--- src/rtl/pipe_rca_pkg.sv ---
// Shared constants and helpers for the segmented, pipelined ripple-carry adder.
package pipe_rca_pkg;

  localparam int unsigned DefWidth = 16;
  localparam int unsigned DefSeg   = 4;

  function automatic int unsigned num_stages(int unsigned width, int unsigned seg);
    return width / seg;
  endfunction

endpackage

--- src/rtl/seg_adder.sv ---
// Combinational SEG-bit ripple-carry adder made of full-adder cells.
module seg_adder
  import pipe_rca_pkg::*;
#(
  parameter int unsigned SEG = DefSeg
) (
  input  logic [SEG-1:0] a,
  input  logic [SEG-1:0] b,
  input  logic           ci,
  output logic [SEG-1:0] s,
  output logic           co,
  output logic           cmsb
);

  logic [SEG:0] c;

  always_comb begin
    c    = '0;
    s    = '0;
    c[0] = ci;
    for (int i = 0; i < SEG; i++) begin
      s[i]   = a[i] ^ b[i] ^ c[i];
      c[i+1] = (a[i] & b[i]) | (c[i] & (a[i] ^ b[i]));
    end
  end

  assign co   = c[SEG];
  // Carry into the MSB; only the top segment's value feeds overflow detection.
  assign cmsb = c[SEG-1];

endmodule

--- src/rtl/pipe_rca_adder.sv ---
// Pipelined adder/subtractor: one SEG-bit ripple segment per stage, valid/ready handshake.
module pipe_rca_adder
  import pipe_rca_pkg::*;
#(
  parameter int unsigned WIDTH = DefWidth,
  parameter int unsigned SEG   = DefSeg
) (
  input  logic             clk,
  input  logic             rst_n,
  input  logic             in_valid,
  output logic             in_ready,
  input  logic [WIDTH-1:0] a,
  input  logic [WIDTH-1:0] b,
  input  logic             cin,
  input  logic             sub,
  output logic             out_valid,
  input  logic             out_ready,
  output logic [WIDTH-1:0] sum,
  output logic             cout,
  output logic             ovf
);

  localparam int unsigned STAGES = num_stages(WIDTH, SEG);

  if (WIDTH % SEG != 0) begin : g_bad_seg
    $error("pipe_rca_adder: WIDTH must be a multiple of SEG");
  end

  // Stage registers; b is stored already conditioned for subtraction.
  logic             v_q  [STAGES];
  logic [WIDTH-1:0] a_q  [STAGES];
  logic [WIDTH-1:0] b_q  [STAGES];
  logic [WIDTH-1:0] s_q  [STAGES];
  logic             c_q  [STAGES];
  logic             cm_q [STAGES];

  // Per-stage inputs (stage 0 from the ports, stage k from stage k-1).
  logic             v_in [STAGES];
  logic [WIDTH-1:0] a_in [STAGES];
  logic [WIDTH-1:0] b_in [STAGES];
  logic [WIDTH-1:0] s_in [STAGES];
  logic             c_in [STAGES];
  logic [WIDTH-1:0] s_nx [STAGES];

  logic [SEG-1:0]   seg_s  [STAGES];
  logic             seg_co [STAGES];
  logic             seg_cm [STAGES];

  logic stall;

  assign stall    = v_q[STAGES-1] && !out_ready;
  assign in_ready = !stall;

  always_comb begin
    v_in[0] = in_valid && in_ready;
    a_in[0] = a;
    b_in[0] = sub ? ~b : b;
    c_in[0] = sub | cin;
    s_in[0] = '0;
    for (int k = 1; k < STAGES; k++) begin
      v_in[k] = v_q[k-1];
      a_in[k] = a_q[k-1];
      b_in[k] = b_q[k-1];
      c_in[k] = c_q[k-1];
      s_in[k] = s_q[k-1];
    end
    for (int k = 0; k < STAGES; k++) begin
      s_nx[k]                = s_in[k];
      s_nx[k][k*SEG +: SEG]  = seg_s[k];
    end
  end

  for (genvar k = 0; k < STAGES; k++) begin : g_stage
    seg_adder #(
      .SEG (SEG)
    ) u_seg (
      .a    (a_in[k][k*SEG +: SEG]),
      .b    (b_in[k][k*SEG +: SEG]),
      .ci   (c_in[k]),
      .s    (seg_s[k]),
      .co   (seg_co[k]),
      .cmsb (seg_cm[k])
    );
  end

  always_ff @(posedge clk or negedge rst_n) begin
    if (!rst_n) begin
      for (int k = 0; k < STAGES; k++) begin
        v_q[k]  <= 1'b0;
        a_q[k]  <= '0;
        b_q[k]  <= '0;
        s_q[k]  <= '0;
        c_q[k]  <= 1'b0;
        cm_q[k] <= 1'b0;
      end
    end else if (!stall) begin
      for (int k = 0; k < STAGES; k++) begin
        v_q[k]  <= v_in[k];
        a_q[k]  <= a_in[k];
        b_q[k]  <= b_in[k];
        s_q[k]  <= s_nx[k];
        c_q[k]  <= seg_co[k];
        cm_q[k] <= seg_cm[k];
      end
    end
  end

  assign out_valid = v_q[STAGES-1];
  assign sum       = s_q[STAGES-1];
  assign cout      = c_q[STAGES-1];
  assign ovf       = c_q[STAGES-1] ^ cm_q[STAGES-1];

endmodule

--- config.mk ---
export PLATFORM = sky130hd
export DESIGN_NAME = pipe_rca_adder
export DESIGN_NICKNAME = d
export VERILOG_FILES = /design/src/rtl/pipe_rca_pkg.sv /design/src/rtl/seg_adder.sv /design/src/rtl/pipe_rca_adder.sv
export SDC_FILE = /design/constraint.sdc
export NUM_CORES = 1
export LEC_CHECK = 0
export CAP_MARGIN = 20
export CORE_ASPECT_RATIO = 1.5
export CORE_UTILIZATION = 50
export CTS_BUF_LIST = sky130_fd_sc_hd__clkbuf_4
export DETAILED_ROUTE_END_ITERATION = 8
export PLACE_DENSITY_LB_ADDON = 0.08
export SYNTH_ARGS = -nofsm -noshare
export SYNTH_HDL_FRONTEND = slang
export SYNTH_HIERARCHICAL = 1
export SYNTH_SLANG_ARGS = --single-unit
--- constraint.sdc ---
create_clock -name clk -period 2.9 [get_ports clk]
set_input_delay 0.58 -clock clk [delete_from_list [all_inputs] [get_ports clk]]
set_output_delay 0.58 -clock clk [all_outputs]
set_load 0.005 [all_outputs]
==> flow_summary.yaml <==
setup_path:
  endpoint_kind: "flop"
  cp.arrival_ps: 3110
  critical_path_required_ps: 3220
  crit_type: "input pin to flop"
  start_kind: "input pin"
  crit_fanout: 4
clock_tree:
  cts_buffers: 9
  htreeDepth: 3
  cts_tree: "built"
  root_buffer: "clkbuf_4"
  clkSinkCount: 97
  worstSkewPairLatency_ps: 430
  clock_path_buffers: 2
  cts_resized: 0
  cts_setup_buffers: 0
  postCtsHoldBufs: 0
  path_clk_slew_ps: 130
place:
  io_buffers: 57
  dp_hpwl_mm: 4.29
  placed_area_um2: 5000
  gp_congestion: 0.747
power:
  ir_worst_vdd_v: 0.000686
  power.leakage_nw: 2.33
  p_per_area_nw_per_um2: 955
synth:
  async_reset_ff_share_pct: 100
  synthTopCellsByCount: "97 x dfrtp_1, 68 x mux2_2, 32 x inv_1"
  synth_edf_count: 0
  synth_nets: 328
  ys.flop_type: "dfrtp_1"
  syn_area_um2: 4400
  yosysSeqAreaShare_pct: 55.2
  synth_top_area_cell: "dfrtp_1"
  synth.distinct_cells: 13
  yosys_warnings: 6
  yosysMostFrequentCell: "dfrtp_1"
  ys_ff_latch: 97
  netlist_top_cells_area: "dfrtp_1 55%, mux2_2 17%, mux2_4 9.6%"
  synth_top_area_share_pct: 55.2
  syn-instance-count: 274
  avgSynthCellArea_um2: 16.0
floorplan:
  core_um2: 8460
  io_pins: 58
  die_w_um: 78.6
  floorplan.initialDensity_pct: 51.9
  dieArea_um2: 9180
  rows: 41
  fp.dieH_um: 117
routing:
  dr.pass1.iters: 3
  vias: 2165
  drt-vias-per-instance: 4.84
  drc: 0
  drtIter0Drc: 47
  drt_wl_total_mm: 6.47
  ant_nets: 0
  wl_per_cell_um: 14.5
sta:
  fmax_ghz: 0.359
  relSlewSlack_pct: 58.3
  setup_viol_count_final: 0
  final_max_slew_viol_count: 0
  final-hold-violation-count: 0
  fin_hold_ws_ps: 133
  tightest_slew_ps: 625
  fin_crit_sh_pct: 96.2
  rsz0062_at_grt: "no"
  skew_ps: 6.73
  fin_crit_ps: 2790
global_route:
  grt-ovfl-total: 0
  grt_usage_pct: 16.0
  grt_max_degree: 63
  antenna_found_initial: 0
  grt_pass1_vias: 2255
  grt_pass1_wl_mm: 10.9
layout:
  synthToLayoutAreaGrowth_pct: 16.3
  stdcell_area_um2: 5110
  diodes: 0
  drive_above_1_share_pct: 35.0
  final_nets: 389
job:
  timing.max_cap.violations: 0
hold_path:
  hold_path_class: "input pin to async pin"
run_status:
  status: "finished, final reports clean"
-- layout make-up --
cell class              count  area (µm²)
well taps                 107         134
clock inverters             5        22.5
inverters                  33         131
clock buffers              11        82.6
fillers                   714        3350
multi-input cells         132        1680
repair buffers             62         631
flip-flops and latches     97        2430
-- registers in the layout, summed over array words and instances, names as in the netlist --
register and flops:
b_in 24, cout 1, c_in 3, cm_q 1
out_valid 1, s_in 24, a_in 24, sum 16
v_in 3
-- where the power goes --
group          switching (mW)  total, mW  internal (mW)
sequential              0.322       2.29           1.96
combinational           0.700       2.00           1.30
clock                   0.405      0.592          0.187
-- per-stage QoR --
stage               power [mW]  setup TNS, ps  cells  worst slack, ps  util [%]
floorplan                 3.74              0    274             37.0         -
global placement          4.28           -357    431             -298      59.1
detailed placement        4.36           -525    431             -365      59.1
CTS                       4.97              0    447              134      60.4
global route              5.26              0    447             86.3      60.4
finish                    4.88              0    447              111      60.4
-- worst max-delay path, stage by stage --
cell and delay (ps):
clkdlybuf4s50_1 570, xor2_1 220, fa_1 210, inv_1 50, fa_1 390, fa_1 370, inv_1 70, fa_1 390
mux2_2 260
-- metal layers --
metal | share of wire, % | up-vias | GRT usage (%)
met3 | 3.7 | 5 | 4.73
met2 | 51 | 36 | 25.7
met5 | 0 | - | 0
li1 | - | 1015 | -
met4 | 1.6 | 0 | 7.04
met1 | 44 | 1109 | 20.2
-- worst paths after layout --
| kind | from | end | cells after the start | slack, ps |
|---|---|---|---|---|
| min | rst_n | sum[10] | 1 | 130 |
| min in group clk | v_in[0] | out_valid | 1 | 490 |
| min reg2reg | v_in[0] | out_valid | 1 | 490 |
| max in group asynchronous | rst_n | b_in[15] | 2 | 2080 |
| max reg2reg | a_in[12] | sum[15] | 7 | 590 |
| max | sub | s_in[35] | 9 | 110 |
-- kinds of logic (layout without fill, tap and decap cells) --
family        after synthesis  count (layout)  share of synthesized area (%)
flops                      97              97                           55.2
mux                        96              96                           27.0
buf+inv                    45             111                           6.52
xor+xnor                   17              17                           3.39
fa+ha+maj                  16              16                           7.29
simple gates                3               3                          0.598
-- placed cells by master, fill, tap and decap left out, drive strengths merged --
cell type and instances:
clkbuf 11, or2 1, mux2 96, inv 33
nand2b 1, buf 6, fa 16, dfrtp 97
nor2b 1, clkinv 5, clkdlybuf4s50 56, xor2 17
Power figures use the tool's default switching activity.
